### src/rtl/vsfx_pkg.sv
// vsfx_pkg: shared types and constants for the VSFX halfword-average sequencer.
//   state_t      : sequencer state (IDLE, BUSY, DONE)
//   VSFX_VLEN    : vector register width (bits)
//   VSFX_SLICE_W : width of one processed slice (two halfwords)
//   VSFX_HW_W    : halfword width
//   avg_hw()     : rounded halfword average, signed or unsigned
package vsfx_pkg;

  localparam int unsigned VSFX_VLEN    = 128;
  localparam int unsigned VSFX_SLICE_W = 32;
  localparam int unsigned VSFX_HW_W    = 16;

  typedef enum logic [1:0] {
    IDLE,
    BUSY,
    DONE
  } state_t;

  // Extend to 17 bits so a + b + 1 cannot overflow; bit 16 of the sum
  // becomes the result MSB, which yields an arithmetic shift for signed
  // operands and a logical shift for unsigned ones.
  function automatic logic [VSFX_HW_W-1:0] avg_hw(input logic [VSFX_HW_W-1:0] a,
                                                   input logic [VSFX_HW_W-1:0] b,
                                                   input logic             sgn);
    logic [VSFX_HW_W:0] ea;
    logic [VSFX_HW_W:0] eb;
    logic [VSFX_HW_W:0] sum;
    ea  = {sgn & a[VSFX_HW_W-1], a};
    eb  = {sgn & b[VSFX_HW_W-1], b};
    sum = ea + eb + (VSFX_HW_W+1)'(1);
    return sum[VSFX_HW_W:1];
  endfunction

endpackage

### src/rtl/vsfx_vavgh_seq_if.sv
// vsfx_vavgh_seq_if: operand/result handshake bundle for vsfx_vavgh_seq.
//   in_valid/in_ready   : operand pair handshake
//   in_signed           : 1 = vavgsh, 0 = vavguh
//   vra, vrb            : operands (VLEN bits)
//   out_valid/out_ready : result handshake
//   vrt                 : result (VLEN bits)
// Modports: master = issue side / writeback side (drives operands, out_ready),
//           slave  = the sequencer.
interface vsfx_vavgh_seq_if
  import vsfx_pkg::*;
#(
  parameter int unsigned VLEN = VSFX_VLEN
);

  logic            in_valid;
  logic            in_ready;
  logic            in_signed;
  logic [VLEN-1:0] vra;
  logic [VLEN-1:0] vrb;
  logic            out_valid;
  logic            out_ready;
  logic [VLEN-1:0] vrt;

  modport master (
    output in_valid, in_signed, vra, vrb, out_ready,
    input  in_ready, out_valid, vrt
  );

  modport slave (
    input  in_valid, in_signed, vra, vrb, out_ready,
    output in_ready, out_valid, vrt
  );

endinterface

### src/rtl/vsfx_vavgh_slice.sv
// vsfx_vavgh_slice: combinational rounded average of two halfword lanes.
//   a, b      : 32-bit operand slices (halfword 0 in [15:0], halfword 1 in [31:16])
//   is_signed : 1 = signed average, 0 = unsigned
//   t         : 32-bit result slice, same lane layout
module vsfx_vavgh_slice
  import vsfx_pkg::*;
(
  input  logic [VSFX_SLICE_W-1:0] a,
  input  logic [VSFX_SLICE_W-1:0] b,
  input  logic                    is_signed,
  output logic [VSFX_SLICE_W-1:0] t
);

  localparam int unsigned NHW = VSFX_SLICE_W / VSFX_HW_W;

  always_comb begin
    t = '0;
    for (int unsigned h = 0; h < NHW; h++) begin
      t[h*VSFX_HW_W +: VSFX_HW_W] = avg_hw(a[h*VSFX_HW_W +: VSFX_HW_W],
                                           b[h*VSFX_HW_W +: VSFX_HW_W],
                                           is_signed);
    end
  end

endmodule

### src/rtl/vsfx_vavgh_seq.sv
// vsfx_vavgh_seq: multi-cycle halfword averager over a full vector register.
// Latches a vra/vrb pair, pushes one 32-bit slice per cycle through a single
// vsfx_vavgh_slice, reassembles vrt and holds it under out_valid until taken.
//   clk, rst : clock, synchronous active-high reset
//   bus      : vsfx_vavgh_seq_if.slave (operand and result handshakes)
//   VLEN     : vector width, must be a multiple of 32
// Build option VSFX_VAVGH_SEQ_B2B_EN: accept the next operand pair in the same
// cycle the result is taken (DONE -> BUSY), removing the idle bubble.
module vsfx_vavgh_seq
  import vsfx_pkg::*;
#(
  parameter int unsigned VLEN = VSFX_VLEN
) (
  input  logic           clk,
  input  logic           rst,
  vsfx_vavgh_seq_if.slave bus
);

  localparam int unsigned NSLICE = VLEN / VSFX_SLICE_W;
  localparam int unsigned CNT_W  = (NSLICE > 1) ? $clog2(NSLICE) : 1;

  state_t                  r_state;
  state_t                  w_state_nxt;
  logic [CNT_W-1:0]        r_cnt;
  logic [VLEN-1:0]         r_vra;
  logic [VLEN-1:0]         r_vrb;
  logic [VLEN-1:0]         r_res;
  logic                    r_sgn;
  logic                    w_in_ready;
  logic                    w_out_valid;
  logic                    w_accept;
  logic                    w_last;
  logic [VSFX_SLICE_W-1:0] w_a;
  logic [VSFX_SLICE_W-1:0] w_b;
  logic [VSFX_SLICE_W-1:0] w_t;

  assign w_last   = (r_cnt == CNT_W'(NSLICE - 1));
  assign w_accept = w_in_ready & bus.in_valid;

  always_comb begin
    w_state_nxt = r_state;
    w_in_ready  = 1'b0;
    w_out_valid = 1'b0;
    unique case (r_state)
      IDLE: begin
        w_in_ready = 1'b1;
        if (bus.in_valid) w_state_nxt = BUSY;
      end
      BUSY: begin
        if (w_last) w_state_nxt = DONE;
      end
      DONE: begin
        w_out_valid = 1'b1;
`ifdef VSFX_VAVGH_SEQ_B2B_EN
        w_in_ready = bus.out_ready;
        if (bus.out_ready) w_state_nxt = bus.in_valid ? BUSY : IDLE;
`else
        if (bus.out_ready) w_state_nxt = IDLE;
`endif
      end
      default: w_state_nxt = IDLE;
    endcase
  end

  // Slice select by counter; constant-index mux keeps index widths exact.
  always_comb begin
    w_a = '0;
    w_b = '0;
    for (int unsigned s = 0; s < NSLICE; s++) begin
      if (r_cnt == CNT_W'(s)) begin
        w_a = r_vra[s*VSFX_SLICE_W +: VSFX_SLICE_W];
        w_b = r_vrb[s*VSFX_SLICE_W +: VSFX_SLICE_W];
      end
    end
  end

  vsfx_vavgh_slice u_slice (
    .a         (w_a),
    .b         (w_b),
    .is_signed (r_sgn),
    .t         (w_t)
  );

  always_ff @(posedge clk) begin
    if (rst) begin
      r_state <= IDLE;
      r_cnt   <= '0;
      r_vra   <= '0;
      r_vrb   <= '0;
      r_sgn   <= 1'b0;
      r_res   <= '0;
    end else begin
      r_state <= w_state_nxt;
      if (w_accept) begin
        r_vra <= bus.vra;
        r_vrb <= bus.vrb;
        r_sgn <= bus.in_signed;
        r_cnt <= '0;
      end else if (r_state == BUSY) begin
        for (int unsigned s = 0; s < NSLICE; s++) begin
          if (r_cnt == CNT_W'(s)) r_res[s*VSFX_SLICE_W +: VSFX_SLICE_W] <= w_t;
        end
        r_cnt <= w_last ? '0 : r_cnt + CNT_W'(1);
      end
    end
  end

  assign bus.in_ready  = w_in_ready;
  assign bus.out_valid = w_out_valid;
  assign bus.vrt       = r_res;

endmodule

### src/flat_wrapper.sv
// flat-port wrapper written by rule: the top's interface ports become plain ports
module vsfx_vavgh_seq_flat import vsfx_pkg::*;
#(
  parameter int unsigned VLEN = VSFX_VLEN
)
  (clk, rst, bus_in_valid, bus_in_signed, bus_vra, bus_vrb, bus_out_ready, bus_in_ready, bus_out_valid, bus_vrt);
  vsfx_vavgh_seq_if #(.VLEN(VLEN)) bus_i ();
  input  logic clk;
  input  logic rst;
  input wire logic [$bits(bus_i.in_valid)-1:0] bus_in_valid;
  input wire logic [$bits(bus_i.in_signed)-1:0] bus_in_signed;
  input wire logic [$bits(bus_i.vra)-1:0] bus_vra;
  input wire logic [$bits(bus_i.vrb)-1:0] bus_vrb;
  input wire logic [$bits(bus_i.out_ready)-1:0] bus_out_ready;
  output wire logic [$bits(bus_i.in_ready)-1:0] bus_in_ready;
  output wire logic [$bits(bus_i.out_valid)-1:0] bus_out_valid;
  output wire logic [$bits(bus_i.vrt)-1:0] bus_vrt;
  assign bus_i.in_valid = bus_in_valid;
  assign bus_i.in_signed = bus_in_signed;
  assign bus_i.vra = bus_vra;
  assign bus_i.vrb = bus_vrb;
  assign bus_i.out_ready = bus_out_ready;
  assign bus_in_ready = bus_i.in_ready;
  assign bus_out_valid = bus_i.out_valid;
  assign bus_vrt = bus_i.vrt;
  vsfx_vavgh_seq #(.VLEN(VLEN)) u_core (.clk(clk), .rst(rst), .bus(bus_i));
endmodule
### config.mk
export PLATFORM = sky130hd
export DESIGN_NAME = vsfx_vavgh_seq_flat
export DESIGN_NICKNAME = d
export VERILOG_FILES = /design/src/rtl/vsfx_pkg.sv /design/src/rtl/vsfx_vavgh_seq_if.sv /design/src/rtl/vsfx_vavgh_slice.sv /design/src/rtl/vsfx_vavgh_seq.sv /design/src/flat_wrapper.sv
export SDC_FILE = /design/constraint.sdc
export NUM_CORES = 1
export LEC_CHECK = 0
export ABC_CLOCK_PERIOD_IN_PS = 4800
export CAP_MARGIN = 20
export CORE_UTILIZATION = 51
export CTS_BUF_LIST = sky130_fd_sc_hd__clkbuf_8 sky130_fd_sc_hd__clkbuf_16
export CTS_CLUSTER_DIAMETER = 80
export DETAILED_ROUTE_END_ITERATION = 8
export PLACE_DENSITY_LB_ADDON = 0.05
export SLEW_MARGIN = 10
export SYNTH_ARGS = -nofsm -noshare
export SYNTH_HDL_FRONTEND = slang
export SYNTH_SLANG_ARGS = --single-unit
### constraint.sdc
create_clock -name clk -period 4.8 [get_ports clk]
set_clock_uncertainty 0.2 [all_clocks]
set_input_delay 0.72 -clock clk [delete_from_list [all_inputs] [get_ports clk]]
set_output_delay 0.72 -clock clk [all_outputs]
set_load 0.01 [all_outputs]
# After elaboration in Yosys (flattened, before gate mapping)
# Index checks and enable logic that the tools add are counted.
# Widths: inputs -> output; s select.
# classes
n_eq_ne,8
magnitude_cmp,0
n_div,0
mux,15
reduce_logical,8
n_mul,0
shift,0
n_bitwise,6
n_addsub,5
# ops
operator,count
$mux 32,8
$add 17x1->17 const B,2
$add 17x17->17,2
$reduce_and 3->1,5
$mux 2,4
$eq 2x2->1 const B,3
$pmux 2 s3,1
$and 1x1->1,5
$eq 2x1->1 const B,2
$logic_not 2->1,2
$ne 2x2->1 const B,2
$add 2x1->2 const B,1
$mux 1,2
$ne 2x1->1 const B,1
$reduce_or 2->1,1
$not 1->1,1
# word_totals
latch_bits,0
inputBits,261
word_cells,51
register_bits,389
mem_bits_ro,0
output_inout_bits,130
ramBits,0
mem_count,0

# Depth between registers and ports, before layout
# logic_depth
ltp_word,8
depth_mapped,20
ltp_nobuf,16

# By module
# A second synthesis with hierarchy kept.
# unflattened
cells_unflattened,2274
area_unflattened_um2,17250.3
# modules_own_cells
module,seq_area_each_um2,cells_each,area_per_inst_um2,instances
vsfx_vavgh_seq,7787.5,2073,15770.1,1
vsfx_vavgh_slice,0.0,201,1480.2,1

# Worst setup path after synthesis
# Ideal clock, no wire load.
# synth_timing
path_kind,register -> register
from,register u_core.r_cnt[0]
to,register u_core.r_res[111] (netlist: u_core.bus.vrt[111])
arrival_ns,3.596
slack_ns,0.869
n_path_buf,4
required_time_ns,4.464
period_less_slack_ns,3.931
path_stages_with_launch,19
setup_time_ns,0.136
path_cell_list,dfxtp_1 ha_1 buf_2 buf_2 clkbuf_1 clkbuf_1 nor2_1 a21oi_1 nor2_1 a21oi_1 o21ai_0 fa_1 a21o_1 a221o_1 a21oi_2 a21oi_2 and4_1 nor3_2 a211oi_1
# synth_via
elab_chain_len,8
word_cells_on_any_way,17
classes_between,add/sub (2); eq/ne (3); mux (8); bitwise (2); reduce/logical (2)
# synth_lines
item,line,source
from (decl),vsfx_vavgh_seq.sv:24,logic [CNT_W-1:0] r_cnt;
from (signal assigned),vsfx_vavgh_seq.sv:103,r_cnt <= w_last ? '0 : r_cnt + CNT_W'(1);
$logic_not 2->1,vsfx_vavgh_seq.sv:70,if (r_cnt == CNT_W'(s)) begin
$mux 32 (4 in a row),vsfx_vavgh_seq.sv:70,
"$and 1x1->1, on equally long branches","vsfx_pkg.sv:28, vsfx_pkg.sv:29",
$add 17x17->17,vsfx_pkg.sv:30,sum = ea + eb + (VSFX_HW_W+1)'(1);
$add 17x1->17,vsfx_pkg.sv:30,
"to (signal, indexed assignment)",vsfx_vavgh_seq.sv:101,if (r_cnt == CNT_W'(s)) r_res[s*VSFX_SLICE_W +: VSFX_SLICE_W] <= w_t;
to (decl),vsfx_vavgh_seq.sv:27,logic [VLEN-1:0] r_res;
# Parallel ways exist; a longest one is shown, timed or not.
# A chain may end at the register's enable or synchronous reset.

# Worst setup path in the final report
# layout_timing
from,register u_core.r_cnt[0]
to,register u_core.r_res[108] (netlist: u_core.bus.vrt[108])
# layout_via
elab_chain_len,7
word_cells_on_any_way,15
classes_between,add/sub (2); eq/ne (3); mux (8); reduce/logical (2)
# layout_lines
item,line
$logic_not 2->1,vsfx_vavgh_seq.sv:70
$mux 32 (4 in a row),vsfx_vavgh_seq.sv:70
$add 17x17->17,vsfx_pkg.sv:30
$add 17x1->17,vsfx_pkg.sv:30
# Parallel ways exist; a longest one is shown, timed or not.

==> results_tabular.tex <==
\begin{tabular}{lr}
\hline
Metric & Value \\
\hline
\multicolumn{2}{l}{\textbf{Final layout}} \\
Final Net Count & around 3000 \\
Signed area change from the synthesized netlist to the final layout & 32.0\% \\
Share of post-route cells with drive strength above 1 & 0.0496 \\
\multicolumn{2}{l}{\textbf{CTS}} \\
Gates resized, CTS repair & 0 \\
CTS root buffer & sky130\_fd\_sc\_hd\_\_clkbuf\_16 \\
Buffer levels on the longest clock path & 3 \\
Total number of clock tree sinks & $\sim$400 \\
Clock slew seen by the registers of the worst setup and hold paths & 0.06 ns \\
Cts hold-fix bufs & 0 \\
Number of setup buffers added after CTS & 0 \\
Total CTS buffers & 42 \\
Clock latency of the later-clocked register in the worst-skew pair & 0.53 ns \\
Number of levels the H-tree was split into & 2 \\
Clock tree from TritonCTS & built \\
\multicolumn{2}{l}{\textbf{Placement}} \\
HPWL after detailed placement & 40000 um \\
Worst slack after detailed placement & around 0.5 ns \\
Number of buffer cells added on primary ports & 390 \\
Routability congestion estimate & 0.946 \\
\multicolumn{2}{l}{\textbf{Critical path}} \\
Critical Path AT & 4.54 ns \\
Capture instance of the worst register-to-register path & u\_core.bus.vrt[108] \\
Setup slack of the worst register-to-register path & 0.43 ns \\
Type of the worst setup path & register to register \\
Worst reg2reg path depth & 15 \\
Launch instance of the worst register-to-register path & u\_core.r\_cnt[0] \\
Biggest cell delay along the critical path & about 0.60 ns \\
Startpoint kind of the worst setup timing path & register \\
Type of destination of the critical path & register \\
Slowest cell on crit path & sky130\_fd\_sc\_hd\_\_ha\_4 \\
Max FO, Critical Path & slightly above 60 \\
Cell Chain, Critical Path & ha\_4 > buf\_4 > nor2\_1 > a21oi\_1 > nor2\_1 > a21oi\_1 > o21ai\_0 > ha\_1 > a21oi\_1 > inv\_1 > a211o\_1 > a41o\_1 > or3\_1 > nand3\_1 > a21oi\_1 \\
Data required time of the worst path & 4.97 ns \\
Cell type with the highest occurrence count on the critical path & sky130\_fd\_sc\_hd\_\_a21oi\_1 \\
\multicolumn{2}{l}{\textbf{Logic synthesis}} \\
Post-synthesis cell type count & 66 \\
Predominant post-synthesis flop cell & sky130\_fd\_sc\_hd\_\_dfxtp\_1 \\
Sequential fraction of the synthesis area & 0.450 \\
Cell accounting for the most synthesized area & sky130\_fd\_sc\_hd\_\_dfxtp\_1 \\
Share of synthesized flip-flops with an asynchronous set or reset & 0 \\
Top area cells in the synthesized netlist & sky130\_fd\_sc\_hd\_\_dfxtp\_1, sky130\_fd\_sc\_hd\_\_nand2\_1, sky130\_fd\_sc\_hd\_\_a21oi\_1, sky130\_fd\_sc\_hd\_\_nor2\_1, sky130\_fd\_sc\_hd\_\_clkbuf\_1 \\
Area fraction of the dominant cell type after synthesis & 0.450 \\
Synthesized Nets & 2688 \\
Synth warnings & 0 \\
Synth Instances & 2391 \\
Syn Std Cell Area & 17300 um2 \\
Yosys reg bits & 389 \\
Post-synthesis average cell area & 7.24 um2 \\
Commonest cells post-synth & sky130\_fd\_sc\_hd\_\_nand2\_1, sky130\_fd\_sc\_hd\_\_a21oi\_1, sky130\_fd\_sc\_hd\_\_dfxtp\_1, sky130\_fd\_sc\_hd\_\_nor2\_1, sky130\_fd\_sc\_hd\_\_clkbuf\_1 \\
Library cell with the highest instance count after synthesis & sky130\_fd\_sc\_hd\_\_nand2\_1 \\
Count of flip-flops with a built-in enable after synthesis & 0 \\
\multicolumn{2}{l}{\textbf{STA}} \\
Unrepaired setup endpoints after global routing & no \\
Slew of the pin with the lowest slew margin & 1.12 ns \\
Total Neg Setup Slack & 0 ns \\
Fin. max-slew vios & 0 \\
Fin crit share & 0.911 \\
Top achievable clock speed & 229 MHz \\
Tmin final & 4.37 ns \\
Final Hold Fails & 0 \\
Setup violations, final & 0 \\
Worst slew margin & 0.253 \\
Post-layout worst setup margin & 0.430 ns \\
\multicolumn{2}{l}{\textbf{Route}} \\
Average detailed-routed wire length per instance & 17.5 um \\
Remaining routing DRC violations & 0 \\
Post-detailed-routing wire length & 55300 um \\
First-pass iteration count of the detailed router & 6 \\
Iteration-0 DRC count of the detailed router & 1640 \\
Remaining antenna violation count after routing & 0 \\
Via count & between 15000 and 20000 \\
Drt via density & between 5 and 6 \\
\multicolumn{2}{l}{\textbf{Power and ir drop}} \\
Power density over cell area & 346 nW/um2 \\
Static Leak & 0.00859 uW \\
Worst ir drop on vdd & 0.000258 V \\
\multicolumn{2}{l}{\textbf{GRT}} \\
Antenna violations before repair & 5 \\
Wire length of the first global-routing pass & 84600 um \\
Tot GR Track Use & 0.312 \\
Number of global-route vias before repair & 15500 \\
Grt total ovfl & 0 \\
Maximum number of pins on one net before global-route repair & 180 \\
\multicolumn{2}{l}{\textbf{Flow run}} \\
Max-cap violation count & 0 \\
\multicolumn{2}{l}{\textbf{Die}} \\
Die Width & 186 um \\
Initial standard-cell utilization of the core & 0.517 \\
Vertical die dimension & around 190 um \\
Overall die area & 34700 um2 \\
Std-Cell Rows & 67 \\
Area of the placeable core & $\sim$33000 um2 \\
Count of boundary I/O pins & 391 \\
\multicolumn{2}{l}{\textbf{Min path}} \\
Worst min-delay path endpoint & u\_core.bus.vrt[3] \\
Hold WC Path Type & register to register \\
Instance count along the most critical hold path & 2 \\
Critical hold path startpoint & u\_core.bus.vrt[3] \\
\multicolumn{2}{l}{\textbf{Run status}} \\
Result of the run & finished, final reports clean \\
\hline
\end{tabular}
## cells by family after synthesis
kind of cell | Yosys count | synth area share
fa+ha+maj | 36 | 0.0269
compound gates | 664 | 0.212
simple gates | 1083 | 0.254
flops | 389 | 0.450
mux | 2 | 0.00116
xor+xnor | 21 | 0.0111
buf+inv | 196 | 0.0440
## metrics by stage
stage | hold WS, ns | instances | instance area [um2] | power [uW] | utilization
6_report | 0.252 | 3156 | 22800 | 7900 | 0.683
3_5_place_dp | 0.246 | 3076 | 21400 | 4680 | 0.640
2_1_floorplan | 0.232 | 2391 | 17300 | 4140 | -
3_3_place_gp | 0.241 | 3076 | 21400 | 4660 | 0.640
5_1_grt | 0.269 | 3155 | 22800 | 8190 | 0.683
4_1_cts | 0.254 | 3152 | 22800 | 7920 | 0.682
## critical path: cells and delay by family, from the launching register on
family          cells  cell delay, ns
compound gates      7            1.43
fa+ha+maj           2            1.03
buf+inv             2            0.41
flops               1            0.48
simple gates        4            0.61
## placed cells by master (no fill, tap or decap), types with 4 or more instances in the layout
cell / n
sky130_fd_sc_hd__ha_1: 30
sky130_fd_sc_hd__nor2b_1: 9
sky130_fd_sc_hd__a31oi_1: 5
sky130_fd_sc_hd__dfxtp_1: 389
sky130_fd_sc_hd__nor3b_1: 4
sky130_fd_sc_hd__o31ai_1: 5
sky130_fd_sc_hd__a211oi_1: 23
sky130_fd_sc_hd__clkbuf_8: 10
sky130_fd_sc_hd__xnor2_1: 14
sky130_fd_sc_hd__clkdlybuf4s50_1: 389
sky130_fd_sc_hd__nor4_1: 4
sky130_fd_sc_hd__buf_12: 6
sky130_fd_sc_hd__and3_1: 4
sky130_fd_sc_hd__xor2_1: 6
sky130_fd_sc_hd__inv_1: 20
sky130_fd_sc_hd__buf_4: 23
sky130_fd_sc_hd__diode_2: 4
sky130_fd_sc_hd__nand3_1: 16
sky130_fd_sc_hd__o41ai_1: 5
sky130_fd_sc_hd__o211ai_1: 5
sky130_fd_sc_hd__nand2b_1: 6
sky130_fd_sc_hd__clkinv_2: 9
sky130_fd_sc_hd__o21ai_0: 80
sky130_fd_sc_hd__a21oi_1: 489
sky130_fd_sc_hd__nand4_1: 6
sky130_fd_sc_hd__nand3b_1: 12
sky130_fd_sc_hd__or3_1: 4
sky130_fd_sc_hd__nor2_1: 163
sky130_fd_sc_hd__a21o_1: 9
sky130_fd_sc_hd__and2_1: 12
sky130_fd_sc_hd__a211o_1: 6
sky130_fd_sc_hd__nand2_1: 820
sky130_fd_sc_hd__o41ai_2: 4
sky130_fd_sc_hd__clkbuf_16: 45
## worst max-delay path by stage
stage | from | to | cells past startpoint
4_1_cts | u_core.r_cnt[0] | u_core.bus.vrt[62] | 14
5_1_grt | u_core.r_cnt[0] | u_core.bus.vrt[76] | 15
3_5_place_dp | u_core.r_cnt[0] | u_core.bus.vrt[62] | 14
3_3_place_gp | u_core.r_cnt[0] | u_core.bus.vrt[76] | 15
2_1_floorplan | u_core.r_cnt[0] | u_core.bus.vrt[111] | 18
6_report | u_core.r_cnt[0] | u_core.bus.vrt[108] | 15
## power by group
part | internal, uW | switching (uW)
sequential | 3380 | 86.9
combinational | 481 | 674
clock | 1960 | 1320
## area by class of cell
type | instances | area (um2)
Antenna cell | 4 | 10.0
Clock buffer | 55 | 1260
Clock inverter | 21 | 159
Fill cell | 2868 | 10600
Inverter | 14 | 52.6
Multi-Input combinational cell | 1806 | 8800
Sequential cell | 389 | 7790
Tap cell | 448 | 561
Timing Repair Buffer | 419 | 4200
## flip-flops by register name, summed over array words and instances, names as in the netlist
signal          cells
u_core.r_vra      128
u_core.r_cnt        2
u_core.r_state      2
u_core.r_sgn        1
u_core.r_vrb      128
u_core.bus.vrt    128
## per-layer routing
metal  GRT usage  up-vias  share of wire
li1            -     8511              -
met1       0.450     7976           0.46
met2       0.490      641           0.45
met3      0.0450       72          0.073
met4      0.0751        2          0.020
met5           0        -        0.00023
Power figures use the tool's default switching activity.
